File: src/rtl/slave_rx_fifo.sv
// slave_rx_fifo
// Receives bytes from an upstream sender over a four-phase req/ack handshake
// and buffers them in a small FIFO for a downstream consumer. After NUM_BYTES
// complete handshakes the receiver parks in S_DONE. It stays there until reset,
// and the FIFO keeps draining while it waits.
//
// Ports
//   clk        : single clock, rising edge
//   rst_n      : asynchronous active-low reset
//   req, data  : four-phase request and byte from the sender
//   ack        : registered four-phase acknowledge
//   out_valid  : FIFO non-empty
//   out_ready  : consumer takes the head byte on this edge
//   out_data   : head byte, 8'd0 when empty (combinational)
//   level      : FIFO occupancy
//   rx_count   : completed handshakes since reset (wraps at 256)
//   done       : registered, high in S_DONE
module slave_rx_fifo #(
  parameter int NUM_BYTES = 4,
  parameter int DEPTH     = 4
) (
  input  logic                       clk,
  input  logic                       rst_n,
  input  logic                       req,
  input  logic [7:0]                 data,
  output logic                       ack,
  output logic                       out_valid,
  input  logic                       out_ready,
  output logic [7:0]                 out_data,
  output logic [$clog2(DEPTH+1)-1:0] level,
  output logic [7:0]                 rx_count,
  output logic                       done
);

  localparam int PTR_W = $clog2(DEPTH);
  localparam int LVL_W = $clog2(DEPTH + 1);
  localparam logic [7:0] NUM_BYTES_8 = 8'(NUM_BYTES);
  localparam logic [LVL_W-1:0] FULL_LEVEL = LVL_W'(DEPTH);

  typedef enum logic [1:0] {
    S_IDLE         = 2'd0,
    S_WAIT_REQ_LOW = 2'd1,
    S_DONE         = 2'd2
  } state_t;

  state_t           state_q, state_d;
  logic             ack_q, ack_d;
  logic             done_q, done_d;
  logic [7:0]       rx_count_q, rx_count_d;
  logic [PTR_W-1:0] wr_ptr_q, wr_ptr_d;
  logic [PTR_W-1:0] rd_ptr_q, rd_ptr_d;
  logic [LVL_W-1:0] level_q, level_d;
  logic [7:0]       mem_q [DEPTH];

  logic push;
  logic pop;
  logic fifo_full;
  logic fifo_empty;

  assign fifo_full  = (level_q == FULL_LEVEL);
  assign fifo_empty = (level_q == '0);
  // The push decision looks only at the pre-edge level, so a same-edge pop
  // never makes room for a push.
  assign pop        = !fifo_empty && out_ready;

  always_comb begin
    state_d    = state_q;
    ack_d      = ack_q;
    done_d     = done_q;
    rx_count_d = rx_count_q;
    push       = 1'b0;
    case (state_q)
      S_IDLE: begin
        ack_d  = 1'b0;
        done_d = 1'b0;
        if (req && !fifo_full) begin
          push    = 1'b1;
          ack_d   = 1'b1;
          state_d = S_WAIT_REQ_LOW;
        end
      end
      S_WAIT_REQ_LOW: begin
        ack_d = 1'b1;
        if (!req) begin
          ack_d      = 1'b0;
          rx_count_d = rx_count_q + 8'd1;
          // Compare against the incremented count, all 8 bits.
          if (rx_count_d == NUM_BYTES_8) begin
            state_d = S_DONE;
            done_d  = 1'b1;
          end else begin
            state_d = S_IDLE;
          end
        end
      end
      S_DONE: begin
        ack_d  = 1'b0;
        done_d = 1'b1;
      end
      default: begin
        state_d = S_IDLE;
        ack_d   = 1'b0;
        done_d  = 1'b0;
      end
    endcase
  end

  // Pointers are exactly log2(DEPTH) bits, so they wrap modulo DEPTH by overflow.
  always_comb begin
    wr_ptr_d = push ? wr_ptr_q + PTR_W'(1) : wr_ptr_q;
    rd_ptr_d = pop  ? rd_ptr_q + PTR_W'(1) : rd_ptr_q;
    level_d  = level_q;
    case ({push, pop})
      2'b10:   level_d = level_q + LVL_W'(1);
      2'b01:   level_d = level_q - LVL_W'(1);
      default: level_d = level_q;
    endcase
  end

  always_ff @(posedge clk or negedge rst_n) begin
    if (!rst_n) begin
      state_q    <= S_IDLE;
      ack_q      <= 1'b0;
      done_q     <= 1'b0;
      rx_count_q <= 8'd0;
      wr_ptr_q   <= '0;
      rd_ptr_q   <= '0;
      level_q    <= '0;
    end else begin
      state_q    <= state_d;
      ack_q      <= ack_d;
      done_q     <= done_d;
      rx_count_q <= rx_count_d;
      wr_ptr_q   <= wr_ptr_d;
      rd_ptr_q   <= rd_ptr_d;
      level_q    <= level_d;
    end
  end

  // Storage needs no reset; entries become visible only through level_q.
  always_ff @(posedge clk) begin
    if (push) begin
      mem_q[wr_ptr_q] <= data;
    end
  end

  assign ack       = ack_q;
  assign done      = done_q;
  assign rx_count  = rx_count_q;
  assign level     = level_q;
  assign out_valid = !fifo_empty;
  assign out_data  = fifo_empty ? 8'd0 : mem_q[rd_ptr_q];

endmodule

File: config.mk
export PLATFORM = sky130hd
export DESIGN_NAME = slave_rx_fifo
export DESIGN_NICKNAME = d
export VERILOG_FILES = /design/src/rtl/slave_rx_fifo.sv
export SDC_FILE = /design/constraint.sdc
export NUM_CORES = 1
export LEC_CHECK = 0
export CAP_MARGIN = 25
export CORE_MARGIN = 2
export CORE_UTILIZATION = 40
export DETAILED_ROUTE_END_ITERATION = 6
export HOLD_SLACK_MARGIN = 0.1
export PLACE_DENSITY = 0.64
export SKIP_LAST_GASP = 1
export SLEW_MARGIN = 15
export SYNTH_ARGS = -nofsm -noshare
export SYNTH_HDL_FRONTEND = slang
export SYNTH_SLANG_ARGS = --single-unit
File: constraint.sdc
create_clock -name clk -period 2.4 [get_ports clk]
set_input_delay 0.6 -clock clk [delete_from_list [all_inputs] [get_ports clk]]
set_output_delay 0.6 -clock clk [all_outputs]
set_load 0.03 [all_outputs]
==> flow_summary_export.csv, run 1 <==
group,metric,value,unit
die,ioPinCount,34,
yosys,yosys.cell_types.count,36,
pwr,fin_total_pwr,3.599,mW
layout,postLayoutCoreUtil,52.15,%
timing,tightest_slew,506.6,ps
outcome,run_status,"finished clean",
global_route,grt_first_pass_wirelength,6948,um
die,fp.dieArea,0.006319,mm2
yosys,synth.yosys.warnings,0,
place,estimated_wirelength_of_the_detail_placed_design,3054,um
global_route,grt_max_degree,20,
pwr,comb_power_share,47.7,%
clocking,insertion_delay,300,ps
flow_run,cap_viol_max_count,0,
setup_path,worst-endpoint-arrival,1750,ps
timing,final.setup.worst_slack,53.32,ps
timing,finalMaxSlewViolations,0,
die,total_core_area,0.005507,mm2
pwr,seq_power_share,36.0,%
global_route,grt_pass1_vias,1421,
yosys,mappedNetlistArea,0.002280,mm2
setup_path,criticalPathCategory,"flop to output port",
timing,clock_skew,6.103,ps
timing,final.period_utilization,97.78,%
clocking,postCtsSetupRepairBufs,0,
route,viasPerCell,4.818,
pwr,power_leakage,1.145,nW
route,drtAntennaViolNets,0,
pwr,net-switching-power,1.360,mW
die,die_height,79.50,um
pwr,switching_share,37.79,%
route,dr_total_vias,1320,
clocking,numCtsBuffers,5,
yosys,synthAdderAreaFrac,6.367,%
pwr,p_per_area,1253,mW/mm2
yosys,synth_top_family_by_area,"simple AND/OR/NAND/NOR gates",
pwr,internal_power,2.239,mW
yosys,synth.avg_cell_area,15.00,um2
timing,timing.final.setup_violations,0,
global_route,antenna_violations_before_repair,0,
global_route,grt_resource_usage_total,14.96,%
setup_path,crit_fanout,5,
layout,fraction_of_final_layout_cells_with_drive_strength_greater_than_1,20.30,%
timing,worst_slew_margin_rel,65.92,%
global_route,grt_remaining_overflow,0,
yosys,synthMuxAreaShare,8.562,%
yosys,syn-num-nets,175,
die,floorplan.rows,27,
setup_path,critical_path_launch_point,"rd_ptr_q[0]",
setup_path,regToRegStartpoint,"level[1]",
clocking,cts-root-to-sink-buffers,2,
timing,clock.fmax,426.1,MHz
yosys,synthCells,152,
timing,final.min_clock_period,2347,ps
clocking,cts.htree.levels,2,
clocking,cts.sink_count,51,
layout,antenna_cells,0,
route,routedWlPerCell,15.42,um
die,effective_utilization_at_floorplan,41.40,%
setup_path,critical_path_required,1800,ps
yosys,fraction_of_the_mapped_netlist_area_in_compound_gates,2.854,%
clocking,cts_tree,"yes",
pwr,max-vdd-ir-drop,0.5290,mV
route,drt_iter0_markers,66,
place,gp_routability_congestion,0.7539,
yosys,synthSimpleGateAreaFrac,11.25,%
layout,synthToLayoutAreaGrowth,25.96,%
layout,net_count_of_the_finished_layout,224,
route,drt-pass1-iter-count,4,
yosys,xor_xnor_portion_of_the_synthesized_cell_area,5.379,%
route,drc,0,
setup_path,cp-end-kind,"output port",
setup_path,worstSetupStartpointType,"flop",
place,pre_cts_slack,23.60,ps
layout,final_cell_mix,"32 x edfxtp_1, 24 x clkdlybuf4s50_1, 19 x dfrtp_1, 14 x and2_1",
route,postRouteWirelength,4225,um
timing,report.final.hold_viol_count,0,
layout,mostFrequentLayoutCell,"edfxtp_1",
clocking,worst_setup_hold_path_clk_slew,90,ps
timing,grt_setup_unrepaired,"no",
die,chipWidth,79.50,um
min_path,hold_path.class,"flop to flop",
place,io_buffers,33,
pwr,power_frac_clock,16.4,%
min_path,holdCritStartpoint,"rx_count[0]",
yosys,ys_seq_area_share,63.01,%
clocking,cts_root_buffer,"clkbuf_8",
yosys,synth-seq-cells,51,
==> cell type report <==
cell class / count / area, um2
Inverter: 9 / 33.78
Tap cell: 72 / 90.09
Fill cell: 465 / 2635
Clock inverter: 3 / 43.79
Multi-Input combinational cell: 88 / 787.0
Sequential cell: 51 / 1436
Timing Repair Buffer: 46 / 411.6
Clock buffer: 5 / 68.82
==> Yosys cell counts <==
library cell  number  area share [%]
a211oi_1           1            0.33
a21boi_1           1            0.33
and2_1            14             3.8
and2_4             1            0.38
and2b_1            1            0.33
and3_1             2            0.55
and4_1             3             1.2
buf_2              2            0.44
buf_6              1            0.49
clkbuf_1           1            0.16
dfrtp_1           19              21
edfxtp_1          32              42
fa_1               1            0.88
ha_1              10             5.5
inv_1              8             1.3
inv_2              1            0.16
mux2_4             1            0.66
mux4_2             8             7.9
nand2_1           13             2.1
nand2b_1           1            0.27
nand3_1            1            0.22
nor2_1             2            0.33
nor3_1             2            0.44
nor4_1             1            0.27
nor4b_1            1            0.38
o2111a_1           1            0.49
o2111ai_1          1            0.38
o211ai_1           1            0.33
o21ai_0            2            0.44
o21ai_1            1            0.22
o31ai_1            1            0.33
or2_1              1            0.27
or3_1              1            0.27
or3b_1             1            0.38
xnor2_1            7             2.7
xor2_1             7             2.7
==> power by group through the flow <==
stage	Clock [mW]	Sequential (mW)	Combinational (mW)
global placement	0	1.30	1.76
finish	0.589	1.29	1.72
floorplan	0	1.43	0.989
global route	0.639	1.31	1.86
CTS	0.606	1.29	1.76
detailed placement	0	1.31	1.80
==> through the flow <==
stage | area, um2 | TNS, ps | hold slack (ps) | std cells
finish | 2872 | 0 | 524.9 | 274
global route | 2872 | 0 | 551.9 | 274
CTS | 2892 | -43.69 | 526.1 | 274
detailed placement | 2773 | 0 | 510.6 | 266
global placement | 2773 | 0 | 507.3 | 266
floorplan | 2280 | 0 | 304.4 | 152
==> path summary, 6_finish.rpt <==
check,endpoint,slack [ps],cells past startpoint
min,rx_count[0],520,1
min in group asynchronous,rx_count[5],620,2
max reg2reg,level[2],110,10
min reg2reg,rx_count[0],520,1
max in group asynchronous,wr_ptr_q[0],1560,2
max,out_data[0],50,4
==> metal layers <==
layer  wire length (um)  global-route usage, %
met5                  0                      0
met4                 78                  6.724
met3                113                  2.828
met2               2137                  24.20
met1               1895                  19.58
==> cell families (layout without fill, tap and decap cells) <==
group,count (synthesis),after routing
mux,9,9
fa+ha+maj,11,11
compound gates,9,9
buf+inv,13,63
xor+xnor,14,14
flops,51,51
simple gates,45,45
==> registers in the layout, summed over array words and instances (netlist names) <==
signal and cells:
mem_q 32, wr_ptr_q 2, done 1, rd_ptr_q 2, level 3, state_q 2, ack 1, rx_count 8
==> timing repair <==
| item | 4_1_cts | 5_1_grt |
|---|---|---|
| endpoints found under the setup margin | 9 | 5 |
| pin swaps | 0 | 1 |
| endpoints found under the hold margin | 0 | 0 |
| hold buffers | 0 | 0 |
| resized for setup | 23 | 9 |
==> critical path, stage by stage, from the launching register on <==
cell             delay [ps]
dfrtp_1                 360
buf_4                   160
mux4_2                  490
and2_1                  170
clkdlybuf4s15_2         270
Note: power is estimated with default switching activity, not from simulation.
==> run 2: changes to the inputs <==
ABC_AREA = 1   (was not set)
RECOVER_POWER = 25   (was not set)
==> flow_summary_export.csv, run 2 <==
group,metric,value,unit
die,ioPinCount,34,
flow_run,cap_viol_max_count,0,
route,drtAntennaViolNets,0,
layout,fraction_of_final_layout_cells_with_drive_strength_greater_than_1,15.93,%
setup_path,crit_fanout,4,
route,drc,0,
timing,final.period_utilization,94.28,%
die,chipWidth,80.13,um
setup_path,worst-endpoint-arrival,1660,ps
timing,finalMaxSlewViolations,0,
layout,final_cell_mix,"45 x nor2_1, 32 x edfxtp_1, 27 x nand2_1, 21 x clkdlybuf4s50_1, 20 x o21ai_0",
die,floorplan.rows,27,
clocking,cts.sink_count,51,
timing,tightest_slew,1038,ps
place,io_buffers,33,
route,drt-pass1-iter-count,4,
setup_path,worst_path_slowest_cell,"clkdlybuf4s50_1",
setup_path,max_stage_delay,590,ps
timing,clock.fmax,442.0,MHz
yosys,synth.top_cells.by_area,"edfxtp_1 41%, dfrtp_1 21%, nor2_1 7.3%",
pwr,max-vdd-ir-drop,0.5269,mV
setup_path,critical_path_required,1800,ps
clocking,numCtsBuffers,5,
yosys,ys_seq_area_share,61.95,%
yosys,yosys.cell_types.count,25,
pwr,p_per_area,1323,mW/mm2
min_path,hold_path.class,"flop to flop",
clocking,insertion_delay,300,ps
layout,final.fill_count,512,
layout,number_of_flip_flops_in_the_largest_register,32,
timing,totalNegativeSetupSlack,0,ps
route,wl_met3,157,um
place,estimated_wirelength_of_the_detail_placed_design,3056,um
die,fp.dieArea,0.006421,mm2
clocking,worst_setup_hold_path_clk_slew,90,ps
layout,layout.cell_area.non_filler,0.002922,mm2
yosys,synthCells,219,
timing,worst_slew_margin_rel,30.78,%
timing,final.min_clock_period,2263,ps
yosys,cell_type_with_the_largest_total_area_after_synthesis,"edfxtp_1",
setup_path,cp-end-kind,"output port",
yosys,ys_dominant_reg_cell,"edfxtp_1",
global_route,grt_pass1_vias,1578,
setup_path,critical_path.n_buffers_inverters,2,
setup_path,criticalPathCategory,"flop to output port",
pwr,power_leakage,1.199,nW
route,routedWlPerCell,12.58,um
route,drt_iter0_markers,39,
layout,area_used_by_multi_input_combinational_logic,788.3,um2
yosys,synth-seq-cells,51,
route,m1WireLength,2012,um
clocking,cts_tree,"yes",
layout,mostFrequentLayoutCell,"nor2_1",
layout,seq_area,0.001438,mm2
yosys,synth-async-reset-ratio,37.25,%
yosys,mappedNetlistArea,0.002318,mm2
yosys,yosysTopAreaCellShare,41.45,%
yosys,most_common_library_cells_after_synthesis,"45 x nor2_1, 32 x edfxtp_1, 27 x nand2_1",
place,gp_routability_congestion,0.7402,
layout,largest-register,"mem_q",
global_route,grt_max_degree,20,
place,placement.cell_area,0.002803,mm2
yosys,yosysMostFrequentCell,"nor2_1",
die,die_height,80.13,um
layout,synthToLayoutAreaGrowth,26.01,%
layout,net_count_of_the_finished_layout,292,
die,effective_utilization_at_floorplan,41.85,%
route,dr_total_vias,1616,
clocking,cts-root-to-sink-buffers,2,
yosys,synth.avg_cell_area,10.59,um2
clocking,postCtsHoldBufs,0,
route,uppermost_routed_layer,"met4",
yosys,syn-num-nets,242,
clocking,cts_root_buffer,"clkbuf_8",
yosys,number_of_enable_type_register_cells_in_the_synthesized_netlist,32,
yosys,synth.yosys.warnings,0,
global_route,grt_remaining_overflow,0,
timing,report.final.hold_viol_count,0,
pwr,fin_total_pwr,3.867,mW
setup_path,worstSetupStartpointType,"flop",
clocking,cts.htree.levels,2,
layout,antenna_cells,0,
route,postRouteWirelength,4303,um
global_route,antenna_violations_before_repair,0,
global_route,grt_resource_usage_total,14.77,%
setup_path,critical-path-top-delay-family,"buffers and inverters",
timing,timing.final.setup_violations,0,
outcome,run_status,"finished clean",
global_route,grt_first_pass_wirelength,7024,um
route,met2WireLength,2067,um
route,viasPerCell,4.725,
die,total_core_area,0.005540,mm2
timing,grt_setup_unrepaired,"no",
setup_path,timing.critical_path.cells,"nor3_4 -> inv_2 -> clkdlybuf4s50_1",
timing,clock_skew,6.927,ps
==> run 2: cell types whose count changed in the layout (fill, tap and decap cells not counted), moves of 6 or more <==
cell,previous run,this run
nand2_1,13,27
inv_1,8,16
and2_1,14,0
a21oi_1,0,12
mux4_2,8,0
o21ai_0,2,20
nor2_1,2,45
buf_4,13,19
==> run 2: worst paths after layout <==
path | end | start | slack, ps | cells past startpoint
max in group asynchronous | rd_ptr_q[0] | rst_n | 710 | 2
worst max-delay path | out_valid | level[2] | 140 | 3
worst max register to register | level[2] | level[0] | 530 | 10
worst min-delay path | done | done | 520 | 2
min in group asynchronous | done | rst_n | 990 | 2
worst min register to register | done | done | 520 | 2
==> run 2: worst register-to-register path, stage by stage, from the launching register on <==
cell and delay (ps):
dfrtp_1 480, nor3_4 80, inv_2 60, nand2_1 70, inv_1 100, ha_1 150
inv_1 60, fa_1 380, a21oi_1 140, o21ai_0 110, xnor2_1 130
==> run 2: power breakdown <==
group | switching (mW) | leakage (nW) | total (mW) | internal [mW]
registers | 0.189 | 0.518 | 1.35 | 1.16
clock network | 0.279 | 0.0587 | 0.595 | 0.316
logic | 1.17 | 0.622 | 1.93 | 0.753
==> run 2: per-layer routing <==
layer	vias to the layer above	global-route usage, %
met5	-	0
met4	0	7.119
met3	4	3.258
met2	28	24.42
met1	762	18.33
li1	822	-
==> run 2: area by class of cell <==
| type | count | area share, % |
|---|---|---|
| clock inverter | 3 | 1.627 |
| inverter | 20 | 2.570 |
| sequential | 51 | 49.21 |
| clock buffer | 5 | 2.355 |
| tap | 72 | 3.084 |
| timing repair buffer | 47 | 14.18 |
| multi-input combinational | 144 | 26.98 |
==> run 2: logic make-up after synthesis <==
family,count (synthesis),share of synthesized area (%)
buffers and inverters,24,4.047
AO/OA/AOI/OAI,34,7.394
adder cells (fa/ha/maj),11,6.260
flip-flops,51,61.95
AND/OR/NAND/NOR,92,17.70
XOR/XNOR,7,2.644
==> run 2: through the flow <==
step | hold WS, ps | setup WS [ps] | util (%) | std cells
2_1_floorplan | 304.4 | 345.3 | - | 219
3_3_place_gp | 498.5 | 100.4 | 50.59 | 333
3_5_place_dp | 499.5 | 49.90 | 50.59 | 333
4_1_cts | 531.5 | 126.5 | 52.80 | 342
5_1_grt | 541.7 | 37.14 | 52.73 | 342
6_report | 522.6 | 137.4 | 52.73 | 342
==> run 2: repair_timing <==
item                                    CTS  global route
endpoints found under the setup margin    3             0
buffers inserted                          1             0
endpoints found under the hold margin     0             0
resized for setup                         3             0
